$ cat config.mk
export PLATFORM = sky130hd
export DESIGN_NAME = rgb_led_arbiter
export DESIGN_NICKNAME = d
export VERILOG_FILES = /design/src/rtl/rgb_led_arbiter.sv
export SDC_FILE = /design/constraint.sdc
export NUM_CORES = 1
export LEC_CHECK = 0
export BUFFER_PORTS_ARGS = -buffer_cell sky130_fd_sc_hd__buf_2
export CORE_MARGIN = 2
export CORE_UTILIZATION = 50
export DETAILED_ROUTE_END_ITERATION = 6
export PLACE_DENSITY_LB_ADDON = 0.3
export SYNTH_ARGS = -nofsm -noshare
export SYNTH_HDL_FRONTEND = slang
export SYNTH_SLANG_ARGS = --single-unit
$ cat constraint.sdc
create_clock -name clki -period 2.3 [get_ports clki]
set_input_delay 0.115 -clock clki [delete_from_list [all_inputs] [get_ports clki]]
set_output_delay 0.115 -clock clki [all_outputs]
set_load 0.05 [all_outputs]
$ cat src/rtl/rgb_led_arbiter.sv
// rgb_led_arbiter: shares one RGB LED between two requesters and plays timed
// OFF / SOLID / BLINK jobs on it. Each job runs reps x (PH_A + PH_B), and each
// phase lasts TICK_DIV clki cycles.
// Optional feature: define RGB_ARB_RR_EN to get round-robin arbitration.
// Without it, requester 0 has fixed priority.
module rgb_led_arbiter #(
    parameter int TICK_DIV = 12500000,
    parameter int CNT_W    = 24
) (
    input  logic       clki,
    input  logic       rst_n,
    input  logic       req0_valid,
    output logic       req0_ready,
    input  logic [2:0] req0_color,
    input  logic [1:0] req0_mode,
    input  logic [3:0] req0_reps,
    input  logic       req1_valid,
    output logic       req1_ready,
    input  logic [2:0] req1_color,
    input  logic [1:0] req1_mode,
    input  logic [3:0] req1_reps,
    output logic       busy,
    output logic       owner,
    output logic       rgb0,
    output logic       rgb1,
    output logic       rgb2
);

    typedef enum logic [1:0] {
        ST_IDLE = 2'd0,
        ST_PH_A = 2'd1,
        ST_PH_B = 2'd2
    } state_t;

    state_t           state_r;
    state_t           state_nxt_s;
    logic [CNT_W-1:0] presc_r;
    logic [2:0]       color_r;
    logic [1:0]       mode_r;
    logic [4:0]       reps_r;
    logic [4:0]       rep_cnt_r;
    logic             owner_r;
    logic             busy_r;
    logic [2:0]       rgb_r;
    logic [2:0]       rgb_nxt_s;
    logic             busy_nxt_s;
    logic             prio_s;
    logic             idle_s;
    logic             grant0_s;
    logic             grant1_s;
    logic             hs_s;
    logic             wrap_s;
    logic             last_rep_s;
    logic [2:0]       sel_color_s;
    logic [1:0]       sel_mode_s;
    logic [4:0]       sel_reps_s;
    logic [2:0]       eff_color_s;
    logic [1:0]       eff_mode_s;

`ifdef RGB_ARB_RR_EN
    logic prio_r;

    // Priority pointer moves to whichever requester lost the last handshake
    always_ff @(posedge clki) begin
        if (!rst_n) begin
            prio_r <= 1'b0;
        end else if (hs_s) begin
            prio_r <= ~grant1_s;
        end else begin
            prio_r <= prio_r;
        end
    end

    assign prio_s = prio_r;
`else
    assign prio_s = 1'b0;
`endif

    assign wrap_s     = (presc_r == CNT_W'(TICK_DIV - 1));
    assign last_rep_s = (rep_cnt_r == (reps_r - 5'd1));

    // Arbitration: the priority holder is always ready in IDLE; the other side only when the holder is quiet
    always_comb begin
        idle_s     = (state_r == ST_IDLE) && rst_n;
        req0_ready = idle_s && ((prio_s == 1'b0) || !req1_valid);
        req1_ready = idle_s && ((prio_s == 1'b1) || !req0_valid);
        grant0_s   = req0_valid && req0_ready;
        grant1_s   = req1_valid && req1_ready;
        hs_s       = grant0_s || grant1_s;
        if (grant1_s) begin
            sel_color_s = req1_color;
            sel_mode_s  = req1_mode;
            sel_reps_s  = (req1_reps == 4'd0) ? 5'd16 : {1'b0, req1_reps};
        end else begin
            sel_color_s = req0_color;
            sel_mode_s  = req0_mode;
            sel_reps_s  = (req0_reps == 4'd0) ? 5'd16 : {1'b0, req0_reps};
        end
    end

    // FSM state register
    always_ff @(posedge clki) begin
        if (!rst_n) begin
            state_r <= ST_IDLE;
        end else begin
            state_r <= state_nxt_s;
        end
    end

    // FSM next-state: phases advance on prescaler wrap; the job ends after the last PH_B
    always_comb begin
        state_nxt_s = state_r;
        case (state_r)
            ST_IDLE: begin
                if (hs_s) state_nxt_s = ST_PH_A;
                else      state_nxt_s = ST_IDLE;
            end
            ST_PH_A: begin
                if (wrap_s) state_nxt_s = ST_PH_B;
                else        state_nxt_s = ST_PH_A;
            end
            ST_PH_B: begin
                if (wrap_s && last_rep_s)  state_nxt_s = ST_IDLE;
                else if (wrap_s)           state_nxt_s = ST_PH_A;
                else                       state_nxt_s = ST_PH_B;
            end
            default: state_nxt_s = ST_IDLE;
        endcase
    end

    // FSM outputs: LED value for the state being entered (uses the incoming job on a handshake)
    always_comb begin
        rgb_nxt_s  = 3'b000;
        busy_nxt_s = (state_nxt_s != ST_IDLE);
        if (hs_s) begin
            eff_color_s = sel_color_s;
            eff_mode_s  = sel_mode_s;
        end else begin
            eff_color_s = color_r;
            eff_mode_s  = mode_r;
        end
        case (state_nxt_s)
            ST_PH_A: rgb_nxt_s = (eff_mode_s != 2'd0) ? eff_color_s : 3'b000;
            ST_PH_B: rgb_nxt_s = (eff_mode_s == 2'd1) ? eff_color_s : 3'b000;
            default: rgb_nxt_s = 3'b000;
        endcase
    end

    // Job datapath: latch the job on handshake, run the prescaler and count repetitions
    always_ff @(posedge clki) begin
        if (!rst_n) begin
            presc_r   <= '0;
            color_r   <= 3'b000;
            mode_r    <= 2'd0;
            reps_r    <= 5'd0;
            rep_cnt_r <= 5'd0;
            owner_r   <= 1'b0;
            busy_r    <= 1'b0;
            rgb_r     <= 3'b000;
        end else begin
            busy_r <= busy_nxt_s;
            rgb_r  <= rgb_nxt_s;
            if (hs_s) begin
                presc_r   <= '0;
                color_r   <= sel_color_s;
                mode_r    <= sel_mode_s;
                reps_r    <= sel_reps_s;
                rep_cnt_r <= 5'd0;
                owner_r   <= grant1_s;
            end else if (state_r != ST_IDLE) begin
                presc_r <= wrap_s ? '0 : (presc_r + CNT_W'(1));
                if ((state_r == ST_PH_B) && wrap_s && !last_rep_s) begin
                    rep_cnt_r <= rep_cnt_r + 5'd1;
                end else begin
                    rep_cnt_r <= rep_cnt_r;
                end
            end else begin
                presc_r <= presc_r;
            end
        end
    end

    assign busy  = busy_r;
    assign owner = owner_r;
    assign rgb0  = rgb_r[0];
    assign rgb1  = rgb_r[1];
    assign rgb2  = rgb_r[2];

endmodule

# After elaboration in Yosys (flattened, before gate mapping)
# Cells that the tools add are included.
totals:
  ff_bits: 46
  input_bits: 22
  output_inout_bits: 7
  word_cells: 54
op_classes:
  n_reduce_logical: 18
  eq_ne: 7
  mux: 16
  bitwise: 1
  add_sub_neg: 3
ops:
  columns: ["op", "count"]
  rows:
  - ["adder 24 x 1 -> 24 bit (second input constant)", 1]
  - ["equality test 24 bit (second input constant)", 1]
  - ["2-to-1 mux 24 bit", 1]
  - ["2-to-1 mux 5 bit", 3]
  - ["2-to-1 mux 3 bit", 4]
  - ["2-to-1 mux 2 bit", 5]
  - ["logical NOT 4 bit", 2]
  - ["logical AND 1 bit", 7]
  - ["equality test 2 x 1 -> 1 bit (second input constant)", 3]
  - ["case mux 2 bit (3 select lines)", 1]
  - ["case mux 3 bit (2 select lines)", 1]
  - ["nonzero test 2 bit", 3]
  - ["adder 5 x 1 -> 5 bit (second input constant)", 1]
  - ["equality test 5 bit", 1]
  - ["subtractor 5 x 1 -> 5 bit (second input constant)", 1]
  - ["equality test 2 bit (second input constant)", 2]
  - ["logical NOT 1 bit", 2]
  - ["logical NOT 2 bit", 1]
  - ["AND reduction 2 bit", 1]
  - ["OR reduction 2 bit", 1]
  - ["logical OR 1 bit", 1]
  - ["2-to-1 mux 1 bit", 1]
  - ["NOT 1 bit", 1]

# Longest topological paths before layout
# Gate-level depths: netlist of the first run.
logic_depth:
  ltp_word: 9
  mapped_depth: 12
  depth_no_buf: 11

# Worst setup path before layout of the first run
# No wires, ideal clock.
synth_path:
  path_type: "register to register"
  from: "reg presc_r[5]"
  to: "reg rgb_r[1]"
  path_slack_ns: -0.183
  arrival_time_ns: 2.350
  synth_period_minus_slack_ns: 2.483
  required_ns: 2.167
  path_stages_with_launch: 11
  cell_sequence: "dfxtp_1 and4bb_1 nand4_2 or4_1 buf_2 or2_1 and2_1 ha_1 o31a_1 o211ai_1 nor3_1"
synth_between:
  elab_chain_cells: 6
  word_cells_on_any_way: 9
  classes_between: "eq/ne (3); mux (5); reduce/logical (1)"
synth_rtl:
  columns: ["element", "line", "text"]
  rows:
  - ["start: declaration", "37", "logic [CNT_W-1:0] presc_r;"]
  - ["start signal: assignment", "171", "presc_r <= wrap_s ? '0 : (presc_r + CNT_W'(1));"]
  - ["start signal: assignment", "178", "presc_r <= presc_r;"]
  - ["equality test 24 bit (*)", "79", "assign wrap_s = (presc_r == CNT_W'(TICK_DIV - 1));"]
  - ["2-to-1 mux 2 bit or logical AND 1 bit (tied branches)", "124, 123", null]
  - ["2-to-1 mux 2 bit", "123", "if (wrap_s && last_rep_s) state_nxt_s = ST_IDLE;"]
  - ["case mux 2 bit (3 select lines) (*)", "113", "case (state_r)"]
  - ["equality test 2 bit or equality test 2 x 1 -> 1 bit (tied branches)", "142", "case (state_nxt_s)"]
  - ["case mux 3 bit (2 select lines) (*)", "142", null]
  - ["end signal: assignment", "162", "rgb_r <= rgb_nxt_s;"]
  - ["end: declaration", "44", "logic [2:0] rgb_r;"]
# Mark *: on every way between the ends. The rest lies on a longest branch, timed or not.
# A chain may end at the register's enable or synchronous reset.

# Worst setup path after layout of the first run
layout_path:
  from: "reg presc_r[22]"
  to: "reg rgb_r[0]"
# The elaborated chain is that of the path after synthesis.

==> results.md, run 1 <==
* Syn avg cell area at 8.29 um^2
* Vias in the first global route at 2102
* Ports at 29
* Gate power share at 14.9%
* CTS HTree Levels at 2
* RR Endpoint: rgb_r[0]
* Placed cells at 398
* Switching power at 0.419 mW
* Post-synth cell types at 49
* Synth Instances at 287
* Leading area contributor after synthesis: dfxtp_1
* Hold Startpoint: req0_color[1]
* Layout Cells excl Fill at 407
* Crit path time final at 2.35 ns
* Final Hold Viols at 0
* FP Rows at 25
* Hold WC Path Type: input port to register
* Initial antenna violation count at 0
* Critical Path Stages at 9
* Total GRT Usage at 22.2%
* Int Power at 1.16 mW
* Actual slew at the worst max-slew pin at 0.565 ns
* Sequential area share after synthesis at 38.7%
* Final Wtd Congestion at 0.812
* Share of layout cells above drive strength 1 at 27.8%
* Avg WL per Cell at 13.3 um
* Slowest cell on crit path: or4_4
* Initial Util at 51.0%
* Area delta synth->final at 27.8%
* R2R setup slack at -0.05 ns
* Synth Flop Type: dfxtp_1
* Top-area cell type share of the netlist area at 38.7%
* CP cell instances: and4bb_1 -> nand4_2 -> or4_4 -> or2_4 -> and2_4 -> ha_4 -> o31a_1 -> o211ai_1 -> nor3b_1
* Tcrit/Tclk final at 102%
* WP data required at 2.47 ns
* Rel. slew slack at 62.2%
* #FFs+latches synth at 46
* Clock Skews at 0.00966 ns
* Reg-to-reg startpoint: presc_r[22]
* Post-DRT Antenna Nets at 0
* Final net count at 380
* Hold buffer count at cts at 0
* First-pass GRT wire length at 9200 um
* Post-Route WL at 5410 um
* Deepest clock path buffer count at 2
* Ys async rst share at 0%
* Leak pwr at 1.23 nW
* Setup ws final at -0.0516 ns
* Max-slew violations at 0
* Grt total ovfl at 0
* Critical path's top delay family: simple AND/OR/NAND/NOR gates
* Critical Path End: rgb_r[0]
* Sequential share of power at 52.7%
* Syn nets at 315
* R2R depth at 9
* Largest net degree at the start of global routing at 22
* CTS clk-pin slew, worst paths at 0.08 ns
* Core area at 0.00466 mm^2
* CP Launch Point: presc_r[22]
* Failing checks: negative setup slack
* Crit-path max FO at 3
* Clk pwr share at 32.5%
* Vias/cell at 5.48
* CP max stage delay at 0.50 ns
* Final setup vio count at 3
* Inserted Clock Buffers at 5
* Clock sinks at 46
* Max cap viols at 0
* Number of enable flip-flop cells after synthesis at 0
* Area contributors post-synth: dfxtp_1, nor2_1, xor2_1
* Post-DP HPWL at 3920 um
* Drt drc at 0
* Unrepaired setup endpoints after global routing: true
* Clk Latency, worst-skew pair at 0.30 ns
* First-pass detailed-route iteration total at 5
* Synth cell count leaders: dfxtp_1, nor2_1, o21ai_0
* CP Buf/Inv Count at 0
* Port bufs at 28
* Cell with the most instances after synthesis: dfxtp_1
* CP Capture Type: register
* Switch share at 26.6%
* Die Span Y at 73.0 um
* 1st-iter DRT viols at 101
* Cell Pwr Density at 519 mW/mm^2
* WS Path Type: register to register
* Vias after detailed routing at 2229
* Die Width at 73.0 um
* Outcome: finished with violations
* N_diodes at 0
* Die area at 0.00532 mm^2
* Peak supply drop at 0.397 mV
* Setup TNS after final layout at -0.130 ns
* Synthesized cell area at 0.00238 mm^2
* Startpoint Class: register
* WP data arrival at 2.53 ns
* FMAX at 425 MHz
* Root Driver: clkbuf_8
* CTS tree: yes
* Yosys Warn Count at 0
stage by stage:
| stage | cell area [um^2] | hold WS [ns] | total power [mW] | utilization (%) | setup WS, ns |
|---|---|---|---|---|---|
| global placement | 2860 | 0.389 | 1.07 | 61.4 | -0.0175 |
| finish | 3040 | 0.0803 | 1.58 | 65.2 | -0.0516 |
| detailed placement | 2860 | 0.389 | 1.07 | 61.4 | -0.138 |
| floorplan | 2400 | 0.286 | 0.994 | - | -0.124 |
| CTS | 3000 | 0.0747 | 1.58 | 64.3 | -0.0514 |
| global route | 3040 | 0.0916 | 1.65 | 65.2 | -0.157 |
power by group through the flow:
| stage | clock (mW) | sequential [mW] | combinational [mW] |
|---|---|---|---|
| finish | 0.512 | 0.831 | 0.234 |
| global placement | 0 | 0.845 | 0.221 |
| detailed placement | 0 | 0.846 | 0.224 |
| global route | 0.555 | 0.833 | 0.264 |
| CTS | 0.522 | 0.829 | 0.230 |
| floorplan | 0 | 0.858 | 0.136 |
timing repair:
action	4_1_cts	5_1_grt
pin swaps	8	9
buffers inserted	1	0
gates resized for setup	6	12
setup endpoints to repair	3	3
cells by family after synthesis:
group / share of synthesized area [%]
muxes: 2.10
buffers and inverters: 3.52
and+or+nand+nor: 30.1
AOI/OAI and AO/OA: 12.5
adders and majority gates: 3.16
xor gates and xnor gates: 9.94
DFF: 38.7
worst min-delay path by stage:
stage | endpoint | cells after the start
2_1_floorplan | color_r[1] | 2
3_3_place_gp | color_r[1] | 3
3_5_place_dp | color_r[1] | 3
4_1_cts | color_r[1] | 3
5_1_grt | color_r[1] | 3
6_report | color_r[1] | 3
cells in the final DEF (no fill, tap or decap), types with 7 or more instances in the layout:
master	instances
xor2_1	16
nor2_1	44
dfxtp_1	39
buf_2	28
a21oi_1	11
nand4_1	8
o21ai_0	17
buf_4	42
nand2_1	13
nand3_1	11
inv_1	9
xnor2_1	11
dfxtp_2	7
sequential cells by signal, indices dropped and copies added (netlist names):
signal,cells
state_r,2
mode_r,2
busy,1
presc_r,24
reps_r,5
rep_cnt_r,5
rgb_r,3
color_r,3
owner,1
layout make-up:
class                           count  area (um^2)
Tap cell                           54         67.6
Clock inverter                      1         5.00
Multi-Input combinational cell    219         1460
Clock buffer                        7         86.3
Timing Repair Buffer               70          455
Sequential cell                    46          930
Inverter                           10         37.5
Fill cell                         394         1620
worst min-delay path, cell delays in order:
cell	delay [ns]
buf_2	0.08
a221oi_1	0.08
nor2_1	0.08
metal layers:
| metal | vias to the layer above | wire, um | part of all wire, % | track usage, % |
|---|---|---|---|---|
| li1 | 1147 | - | - | - |
| met1 | 1015 | 2540 | 47 | 27.9 |
| met2 | 57 | 2560 | 47 | 37.1 |
| met3 | 10 | 186 | 3.4 | 4.97 |
| met4 | 0 | 133 | 2.5 | 8.44 |
| met5 | - | 0 | 0 | 0 |
(Power assumes the default switching activity.)
==> run 2: changes to the inputs <==
--- a/config.mk
+++ b/config.mk
@@ -6,6 +6,7 @@
 export NUM_CORES = 1
 export LEC_CHECK = 0
 export BUFFER_PORTS_ARGS = -buffer_cell sky130_fd_sc_hd__buf_2
+export CAP_MARGIN = 20
 export CORE_MARGIN = 2
 export CORE_UTILIZATION = 50
 export DETAILED_ROUTE_END_ITERATION = 6
==> constraint.sdc (replaced) <==
create_clock -name clki -period 2.3 [get_ports clki]
set_input_delay 0.23 -clock clki [delete_from_list [all_inputs] [get_ports clki]]
set_output_delay 0.23 -clock clki [all_outputs]
set_load 0.05 [all_outputs]
==> results.md, run 2 (same netlist as run 1, synthesis figures left out) <==
* Outcome: finished with violations
* Failing checks: negative setup slack
* Largest net degree at the start of global routing at 21
* Root Driver: clkbuf_8
* Share of layout cells above drive strength 1 at 27.2%
* Crit-path max FO at 3
* Peak supply drop at 0.345 mV
* Vias in the first global route at 2119
* DP Worst Slack at -0.117 ns
* Initial antenna violation count at 0
* Most common cell after layout, fill and taps aside: buf_4
* Most flop-heavy register: presc_r
* Post-DRT Antenna Nets at 0
* Unrepaired setup endpoints after global routing: true
* R2R setup slack at -0.01 ns
* Die Width at 73.0 um
* Met2 WL at 2520 um
* WS Path Type: register to register
* Tcrit/Tclk final at 101%
* Rel. slew slack at 64.5%
* WP data arrival at 2.49 ns
* CTS HTree Levels at 2
* Port bufs at 28
* Reg area at 925 um^2
* CTS tree: yes
* Area delta synth->final at 28.9%
* Hold Startpoint: req0_color[1]
* Die Span Y at 73.0 um
* Core area at 0.00466 mm^2
* Largest register FFs at 24
* Met1 WL at 2520 um
* Vias/cell at 5.41
* Largest regs: presc_r (24), rep_cnt_r (5), reps_r (5)
* Grt total ovfl at 0
* 1st-iter DRT viols at 75
* Post-Route WL at 5330 um
* Clock Skews at 0.00593 ns
* CP Launch Point: presc_r[22]
* Leak pwr at 1.24 nW
* Avg WL per Cell at 13.0 um
* Final net count at 383
* Cell Pwr Density at 533 mW/mm^2
* Slowest cell on crit path: or4_4
* N_diodes at 0
* Hold buffer count at cts at 0
* Max-slew violations at 0
* Ports at 29
* Inserted Clock Buffers at 5
* Clock sinks at 46
* First-pass detailed-route iteration total at 4
* Reg-to-reg startpoint: presc_r[22]
* Vias after detailed routing at 2220
* FP Rows at 25
* Post-DP HPWL at 3860 um
* Final Hold Viols at 0
* Fillcell total at 397
* Drt drc at 0
* CTS clk-pin slew, worst paths at 0.08 ns
* Die area at 0.00532 mm^2
* Met3 wire len at 176 um
* CP cell instances: and4bb_1 -> nand4_4 -> or4_4 -> or2_4 -> and2_4 -> ha_4 -> o31a_1 -> o211ai_1 -> nor3b_1
* Startpoint Class: register
* Uppermost layer routed: met4
* FMAX at 432 MHz
* Final setup vio count at 3
* Crit path time final at 2.31 ns
* Hold WS at 0.203 ns
* CP Capture Type: register
* Total GRT Usage at 22.0%
* Hold WC Path Type: input port to register
* WP data required at 2.48 ns
* Final Wtd Congestion at 0.800
* Most frequent cells in the layout: buf_4, nor2_1, dfxtp_1
* Deepest clock path buffer count at 2
* Clk Latency, worst-skew pair at 0.30 ns
* Setup ws final at -0.0123 ns
* Final Power at 1.64 mW
* Actual slew at the worst max-slew pin at 0.530 ns
* First-pass GRT wire length at 9200 um
* Multi-input logic area at 0.00145 mm^2
* Initial Util at 51.0%
* CP max stage delay at 0.50 ns
* Max cap viols at 0
[run 2: path summary, 6_finish.rpt]
path,to,cells after the start
setup / recovery,rgb_r[0],9
hold / removal,color_r[1],3
setup reg to reg,rgb_r[0],9
hold reg to reg,owner,2
[run 2: stage by stage]
step / cell area [um^2] / instances / util (%) / setup TNS [ns]
after floorplan: 2400 / 287 / - / -0.351
after global placement: 2870 / 399 / 61.6 / -0.0369
after detailed placement: 2870 / 399 / 61.6 / -0.338
after CTS: 3010 / 407 / 64.6 / -0.0911
after global routing: 3070 / 410 / 65.8 / -0.331
final: 3070 / 410 / 65.8 / -0.0271
[run 2: cell type report]
type                       instances  area share, %
tap                               54           2.20
multi-input combinational        219           47.2
timing repair buffer              73           15.6
clock buffer                       8           3.59
inverter                          10           1.22
sequential                        46           30.2
[run 2: timing repair]
action | in CTS | in global routing
setup buffers | 0 | 3
pin swaps | 8 | 6
resized for setup | 6 | 6
endpoints found under the setup margin | 3 | 3
endpoints found under the hold margin | 0 | 0
[run 2: power by group]
group | leakage [nW] | internal (mW) | switching [mW]
clock network | 0.0575 | 0.303 | 0.265
registers | 0.374 | 0.816 | 0.0139
logic | 0.805 | 0.100 | 0.137
[run 2: worst max-delay path: cells and delay by family, from the launching register on]
family | cells | cell delay, ns
AOI/OAI and AO/OA | 2 | 0.34
adders and majority gates | 1 | 0.14
DFF | 1 | 0.32
and+or+nand+nor | 6 | 1.40
[run 2: per-layer routing]
layer	vias up	GRT usage, %
met5	-	0
met4	0	9.67
met3	11	4.14
met2	44	36.8
met1	1014	27.7
li1	1151	-
